<file path="config.mk">
export PLATFORM = sky130hd
export DESIGN_NAME = requant_packer
export DESIGN_NICKNAME = d
export VERILOG_FILES = /design/src/rtl/requant_packer.sv
export SDC_FILE = /design/constraint.sdc
export NUM_CORES = 2
export LEC_CHECK = 0
export ABC_AREA = 1
export ABC_CLOCK_PERIOD_IN_PS = 6300
export CORE_MARGIN = 2
export CORE_UTILIZATION = 35
export CTS_CLUSTER_DIAMETER = 30
export DETAILED_ROUTE_END_ITERATION = 7
export PLACE_DENSITY = 0.65
export SLEW_MARGIN = 20
export SYNTH_ARGS = -nofsm -noshare
export SYNTH_HDL_FRONTEND = slang
export SYNTH_SLANG_ARGS = --single-unit
</file>
<file path="constraint.sdc">
create_clock -name i_clk -period 6.3 [get_ports i_clk]
set_input_delay 1.26 -clock i_clk [delete_from_list [all_inputs] [get_ports i_clk]]
set_output_delay 1.26 -clock i_clk [all_outputs]
set_load 0.005 [all_outputs]
</file>
<file path="src/rtl/requant_packer.sv">
// Requantizes 24-bit MAC accumulations to INT8/INT4 and packs them into 256-bit activation words.
// Optional saturation statistics counter is built when REQUANT_SAT_STATS_EN is defined.
module requant_packer #(
  parameter int PSUM_W  = 24,
  parameter int DATA_W  = 256,
  parameter int SHIFT_W = 5
) (
  input  logic               i_clk,
  input  logic               i_rst,
  input  logic               i_valid,
  output logic               o_ready,
  input  logic [PSUM_W-1:0]  i_data,
  input  logic [1:0]         i_mode,
  input  logic [SHIFT_W-1:0] i_shift,
  input  logic               i_last,
  output logic               o_valid,
  input  logic               i_ready,
  output logic [DATA_W-1:0]  o_data,
  output logic [6:0]         o_lanes,
  output logic               o_last,
  output logic [1:0]         o_mode,
  output logic [15:0]        o_sat_cnt
);

  // Headroom for the x256 compensation plus the rounding addend.
  localparam int X_W = PSUM_W + 10;
  localparam logic signed [X_W-1:0] I8_MAX = X_W'(127);
  localparam logic signed [X_W-1:0] I8_MIN = X_W'(-128);
  localparam logic signed [X_W-1:0] I4_MAX = X_W'(7);
  localparam logic signed [X_W-1:0] I4_MIN = X_W'(-8);

  logic [6:0]        lane_cnt;
  logic [1:0]        word_mode;
  logic [DATA_W-1:0] pack_buf;
  logic [DATA_W-1:0] buf_next;

  logic              accept;
  logic              close;
  logic [1:0]        eff_mode;
  logic              is_int8;
  logic signed [X_W-1:0] x;
  logic signed [X_W-1:0] rnd;
  logic signed [X_W-1:0] y;
  logic [7:0]        lane_val;
  logic              sat;
  logic              last_lane;

  assign o_ready = ~o_valid | i_ready;
  assign accept  = i_valid & o_ready;

  always_comb begin
    eff_mode = (lane_cnt == 7'd0) ? i_mode : word_mode;
    is_int8  = (eff_mode == 2'd0);

    x = {{(X_W-PSUM_W){i_data[PSUM_W-1]}}, i_data};
    if (eff_mode[1])
      x = x <<< 8;
    rnd = '0;
    if (i_shift != '0)
      rnd = X_W'(1) << (i_shift - 1'b1);
    y = (x + rnd) >>> i_shift;

    sat      = 1'b0;
    lane_val = y[7:0];
    if (is_int8) begin
      if (y > I8_MAX) begin
        lane_val = 8'h7F;
        sat      = 1'b1;
      end else if (y < I8_MIN) begin
        lane_val = 8'h80;
        sat      = 1'b1;
      end
    end else begin
      if (y > I4_MAX) begin
        lane_val = 8'h07;
        sat      = 1'b1;
      end else if (y < I4_MIN) begin
        lane_val = 8'h08;
        sat      = 1'b1;
      end
    end

    buf_next = pack_buf;
    if (is_int8)
      buf_next[{lane_cnt[4:0], 3'b000} +: 8] = lane_val;
    else
      buf_next[{lane_cnt[5:0], 2'b00} +: 4] = lane_val[3:0];

    last_lane = is_int8 ? (lane_cnt == 7'd31) : (lane_cnt == 7'd63);
    close     = accept & (i_last | last_lane);
  end

  // A closing accept can only happen while the output slot is free or being drained.
  always_ff @(posedge i_clk) begin
    if (i_rst) begin
      o_valid   <= 1'b0;
      o_data    <= '0;
      o_lanes   <= '0;
      o_last    <= 1'b0;
      o_mode    <= '0;
      lane_cnt  <= '0;
      word_mode <= '0;
      pack_buf  <= '0;
    end else begin
      if (close) begin
        o_valid  <= 1'b1;
        o_data   <= buf_next;
        o_lanes  <= lane_cnt + 7'd1;
        o_last   <= i_last;
        o_mode   <= eff_mode;
        lane_cnt <= '0;
        pack_buf <= '0;
      end else begin
        if (i_ready)
          o_valid <= 1'b0;
        if (accept) begin
          pack_buf <= buf_next;
          lane_cnt <= lane_cnt + 7'd1;
        end
      end
      if (accept && lane_cnt == 7'd0)
        word_mode <= i_mode;
    end
  end

`ifdef REQUANT_SAT_STATS_EN
  logic [15:0] sat_cnt;

  always_ff @(posedge i_clk) begin
    if (i_rst)
      sat_cnt <= '0;
    else if (accept && sat && sat_cnt != 16'hFFFF)
      sat_cnt <= sat_cnt + 16'd1;
  end

  assign o_sat_cnt = sat_cnt;
`else
  logic sat_unused;
  assign sat_unused = sat;
  assign o_sat_cnt  = '0;
`endif

endmodule
</file>
### Word level (Yosys, flattened, before mapping)

Cells that the tools add are included.

* $add $sub $neg: 5
* $lt $le $gt $ge: 4
* eq/ne operators: 2
* shift-type cells: 6
* mux-type cells: 14
* bitwise operators: 5
* reductions and logical operators: 6

Operators by type and width (count)
* bitwise mux 256 bit: 2
* 2-to-1 mux 256 bit: 1
* variable shift 4 x 10 -> 256 bit, first input constant: 1
* variable shift 8 x 10 -> 256 bit, first input constant: 1
* variable part select 4 x 10 -> 256 bit: 1
* variable part select 8 x 10 -> 256 bit: 1
* 2-to-1 mux 8 bit: 5
* adder 32 x 34 -> 34 bit: 1
* > comparator 34 x 4 -> 1 bit, second input constant: 1
* > comparator 34 x 8 -> 1 bit, second input constant: 1
* < comparator 34 x 4 -> 1 bit, second input constant: 1
* < comparator 34 x 8 -> 1 bit, second input constant: 1
* 2-to-1 mux 34 bit: 1
* << shifter 1 x 5 -> 34 bit, first input constant: 1
* >>> shifter 34 x 5 -> 34 bit: 1
* 2-to-1 mux 31 bit: 1
* negation 8 -> 10 bit: 2
* adder 7 x 1 -> 7 bit, second input constant: 1
* == test 7 x 5 -> 1 bit, second input constant: 1
* == test 7 x 6 -> 1 bit, second input constant: 1
* zero test 7 bit: 1
* nonzero test 5 bit: 1
* subtractor 5 x 1 -> 5 bit, second input constant: 1
* 2-to-1 mux 1 bit: 3
* 8 further kinds: 10

* register bits after elaboration: 532
* input port bits: 36
* output and inout port bits: 284
* word-level logic and storage cells: 50

### Longest topological paths before layout

* depth after elaboration: 12
* gate-level depth with buffers: 55
* depth with buffers taken out: 54

### Worst setup path after synthesis

No wires, ideal clock.

* kind: in2reg
* start: in i_shift[3]
* end: reg pack_buf[241]
* setup time: 0.109 ns
* arrival time: 5.951 ns
* data required time: 6.191 ns
* slack: 0.240 ns
* stages on the path: 41
* path buffers: 5
* path through: clkbuf_1 inv_2 buf_1 buf_1 nand2_1 nand2_1 nand2_1 nor2_1 ha_1 inv_1 fa_1 inv_1 nand2_1 a21oi_1 nand2_1 nand3_1 nand2_1 nand2_1 [5 not listed] nand3_1 nand3_1 nand2_1 nand2_1 nor2_1 nand2_1 nor2_1 nand2_1 a21oi_4 nand2_1 nand2_2 inv_2 buf_6 buf_6 o21ai_2 nand3_1 nand2_1 inv_1

* longest elaborated chain between the ends: 12
* elaborated cells on any way between the ends: 20
* classes of those cells: add/sub: 2; order compare: 4; shift: 4; mux: 9; reduce/logical: 1

RTL lines
* start, declared: line 14 `input logic [SHIFT_W-1:0] i_shift,`
* subtractor 5 x 1 -> 5 bit: line 60 `rnd = X_W'(1) << (i_shift - 1'b1);`
* << shifter 1 x 5 -> 34 bit: line 60
* 2-to-1 mux 34 bit: line 59 `if (i_shift != '0)`
* adder 32 x 34 -> 34 bit: line 61 `y = (x + rnd) >>> i_shift;`
* >>> shifter 34 x 5 -> 34 bit *: line 61
* < comparator 34 x 4 -> 1 bit or < comparator 34 x 8 -> 1 bit (tied branches): line 77, 69
* 2-to-1 mux 8 bit (on tied branches): line 77, 69
* 2-to-1 mux 8 bit (on tied branches): line 74, 66
* 2-to-1 mux 8 bit *: line 65 `if (is_int8) begin`
* variable part select 8 x 10 -> 256 bit or variable part select 4 x 10 -> 256 bit (tied branches): line 85, 87
* bitwise mux 256 bit (on tied branches): line 85, 87
* 2-to-1 mux 256 bit *: line 84 `if (is_int8)`
* end signal, assigned: line 117 `pack_buf <= buf_next;`
* end, declared: line 34 `logic [DATA_W-1:0] pack_buf;`

Every way passes the cells marked *; elsewhere a longest branch is shown, timed or not.
A chain may end at the register's enable or synchronous reset.

### Worst setup path in the final report

* start: reg lane_cnt[1]
* end: reg o_data[175]

* longest elaborated chain between the ends: 12
* elaborated cells on any way between the ends: 29
* classes of those cells: add/sub: 3; order compare: 4; eq/ne: 2; shift: 5; mux: 11; bitwise: 2; reduce/logical: 2

RTL lines
* start, declared: line 32 `logic [6:0] lane_cnt;`
* start signal, assigned: line 118 `lane_cnt <= lane_cnt + 7'd1;`
* zero test 7 bit: line 52 `eff_mode = (lane_cnt == 7'd0) ? i_mode : word_mode;`
* 2-to-1 mux 2 bit: line 52
* 2-to-1 mux 31 bit: line 56 `if (eff_mode[1])`
* adder 32 x 34 -> 34 bit: line 61
* >>> shifter 34 x 5 -> 34 bit: line 61
* < comparator 34 x 4 -> 1 bit or < comparator 34 x 8 -> 1 bit (tied branches): line 77, 69
* 2-to-1 mux 8 bit (on tied branches): line 77, 69
* 2-to-1 mux 8 bit (on tied branches): line 74, 66
* 2-to-1 mux 8 bit: line 65
* variable part select 8 x 10 -> 256 bit or variable part select 4 x 10 -> 256 bit (tied branches): line 85, 87
* bitwise mux 256 bit (on tied branches): line 85, 87
* 2-to-1 mux 256 bit: line 84
* end signal, assigned: line 107 `o_data <= buf_next;`
* end, declared: line 18 `output logic [DATA_W-1:0] o_data,`

Several ways; a longest one is shown, not always the timed one.

==> summary.txt <==
STA
  – Final hold violation count: 0
  – Final TNS setup: 0 ps
  – Period minus WS final: 6084 ps
  – Rel. slew slack: 0.2361
  – Worst hold slack: approximately 450 ps
  – Fin. max-slew vios: 0
  – RSZ-0062 raised after global routing: true
  – Final Cycle Share: 0.9658
  – Worst slew pin tran: between 1000 and 1500 ps
  – Fmax: 164.4 MHz
  – Setup violators final: 0
  – Worst Skew: 22.90 ps

Placed design
  – Placed cell area: roughly 0.04 mm^2
  – DP Wirelength: approximately 100 mm
  – RD Place Congestion: 0.9808
  – Input/output buffers: 303
  – Placed cells: between 7000 and 8000

Route
  – Final WL: ~140 mm
  – Initial DRC count: between 4000 and 5000
  – DRC Markers: 0
  – WL/cell: 18.88 um
  – Vias: 40301
  – First-pass iteration count of the detailed router: 6
  – Drt via density: between 5 and 6
  – Post-DRT Antenna Nets: 0

Global routing
  – Largest net degree at the start of global routing: ~190
  – Antenna violations before repair: 2
  – First-pass GRT wire length: 213.8 mm
  – GRT overflow: 0
  – Vias in the first global route: approximately 36000
  – GRT Overall Usage: 0.2737

Cells and area
  – Area taken by multi-input logic gates: a little over 0.02 mm^2
  – Number of fill cells: slightly below 10000
  – Seq. cell area: roughly 0.011 mm^2
  – Post-route insts no fill: 7650
  – Cell area after layout: approximately 0.046 mm^2
  – Area Growth Syn to Fin: 34.21%
  – Final net count: ~6400
  – Share of post-route cells with drive strength above 1: 0.1552
  – Antenna Diode Count: 0

Power
  – Sequential share of power: 0.272
  – Psw: 4713 uW
  – Max IR drop VDD: roughly 0.00023 V
  – Power Density: between 200 and 300 mW/mm^2
  – Combinational power share: 0.288
  – Int Pwr: 8767 uW
  – Sw frac: 0.3496
  – Leakage: ~0.022 uW
  – Clock Power Share: 0.440

CTS
  – Longest Clk Path Bufs: 3
  – Clk pin slew, worst setup/hold paths: roughly 60 ps
  – Root buffer cell: clkbuf_16
  – Max H-tree Level: 3
  – Clock sink total: 532
  – Cts bufs inserted: roughly 110
  – Hold-fix buffers, CTS: 0
  – CTS tree: built
  – Clock Latency Late Sink: around 670 ps

Synthesis
  – Synth cell types: between 40 and 50
  – Cell taking the most area after synthesis: dfxtp_1
  – Most common library cells after synthesis: nand2_1 (1819), inv_1 (850), a21oi_1 (767), dfxtp_1 (532), nand3_1 (384)
  – Yosys warns: 0
  – Most frequent cell after synthesis: nand2_1
  – Synth top area cells: dfxtp_1 (31%), nand2_1 (20%), a21oi_1 (11%)
  – Synth Register Bits: ~530
  – Most used DFF post-synth: dfxtp_1
  – Post-synthesis sequential area ratio: 0.3108
  – Syn Std Cell Area: 0.03426 mm^2
  – Synth Instances: ~5900
  – Syn avg cell area: between 5 and 6 um^2
  – Share of flip-flops with an asynchronous set or reset: 0
  – Synth top area share: 0.3108
  – EDFF count, synth: 0

Outcome
  – Outcome: finished, final reports clean

Run
  – # Max-Cap Violations: 0

Min path
  – Class of the tightest hold or removal check: flip-flop to flip-flop

Critical path
  – Setup CP Type: flip-flop to flip-flop
  – Critical path data arrival time: roughly 6600 ps
  – Largest stage delay, worst path: around 320 ps
  – CP most frequent cell: nand2_1
  – Critical Path RT: 6840 ps
  – CP endpoint kind: flip-flop
  – Max stage delay cell, worst path: dfxtp_2
  – Critical path launch point type: flip-flop
  – CP Max Fanout: 7

Floorplan
  – Die Span X: ~320 um
  – Die area: roughly 0.1 mm^2
  – Rows: 114
  – Die Y: around 320 um
  – Top Ports: between 300 and 400
  – Core Region: between 0.09 and 0.1 mm^2
  – Initial Util: 0.3538
-- timing repair --
item | 4_1_cts | 5_1_grt
setup buffers | 9 | 27
gates cloned | 0 | 2
resized for setup | 98 | 393
pin swaps | 17 | 84
hold endpoints to repair | 0 | 0
setup endpoints to repair | 512 | 512
-- per-layer routing --
layer / track usage / share of wire / wire (um)
met2: 0.4198 / 0.44 / 63150
met3: 0.04976 / 0.090 / 13010
met4: 0.1150 / 0.042 / 6005
met5: 0 / 0.000090 / 13
met1: 0.3761 / 0.43 / 62270
-- path summary, 6_finish.rpt --
check,slack (ps),endpoint,cells after the start,startpoint
max reg2reg,220,o_data[175],52,lane_cnt[1]
min,450,o_data[196],2,o_data[196]
max,220,o_data[175],52,lane_cnt[1]
min reg2reg,450,o_data[196],2,o_data[196]
-- through the flow --
stage | setup slack (ps) | utilization | power (uW)
floorplan | 240.1 | - | 5714
global placement | -616.3 | 0.4138 | 7111
detailed placement | -725.8 | 0.4138 | 7132
CTS | 6.310 | 0.4576 | 13150
global route | -84.05 | 0.4748 | 13980
finish | 215.5 | 0.4748 | 13480
-- power groups by stage --
| stage | Sequential (uW) | Combinational [uW] | Clock (uW) |
|---|---|---|---|
| CTS | 3670 | 3510 | 5970 |
| floorplan | 3710 | 2010 | 0 |
| global placement | 3730 | 3380 | 0 |
| global route | 3680 | 4150 | 6140 |
| detailed placement | 3730 | 3400 | 0 |
| finish | 3670 | 3890 | 5930 |
-- sequential cells by signal, summed over array words and instances (netlist names) --
name       count
o_data       256
pack_buf     256
lane_cnt       7
o_lanes        7
o_mode         2
word_mode      2
o_last         1
o_valid        1
-- placed cells by master, fill, tap and decap left out, types with 16 or more instances in the layout --
cell type        count
clkdlybuf4s50_1    302
buf_12              26
nand3_2            113
buf_6               18
o21ai_0            251
a21oi_2             18
nor2_1             237
o211ai_1            17
nand2_4             22
nor3_1              23
dfxtp_1            531
o21ai_1            282
ha_4                22
a21oi_1            748
buf_4              286
clkinv_1            26
nand2_2            121
clkbuf_16          109
nor2_2              29
bufinv_16           16
a31oi_1             39
conb_1              18
inv_2               26
a22o_1              31
nand3_1            272
nor2_4              27
o21ai_2             53
clkinvlp_4          16
inv_1              835
clkinv_2            17
nand2_1           1699
-- cell families after synthesis --
group | Yosys count | synth area share
simple gates | 2578 | 0.3042
compound gates | 1457 | 0.2252
buf+inv | 1222 | 0.1399
flops | 532 | 0.3108
fa+ha+maj | 39 | 0.01446
xor+xnor | 19 | 0.004857
other cells | 2 | 0.0002192
mux | 1 | 0.0002922
-- area by class of cell --
cell class,instances,area share
multi-input cells,4112,0.4477
flip-flops and latches,532,0.2316
repair buffers,636,0.1298
inverters,897,0.07431
clock buffers,125,0.06166
well taps,1276,0.03472
clock inverters,72,0.02013
-- worst max-delay path: cells and delay by family (launching register included) --
family / cells / cell delay [ps]
adders and majority gates: 2 / 450
buffers and inverters: 14 / 1300
and+or+nand+nor: 32 / 3230
DFF: 1 / 320
AOI/OAI and AO/OA: 4 / 600
No activity file was read; power rests on OpenSTA's default activity.
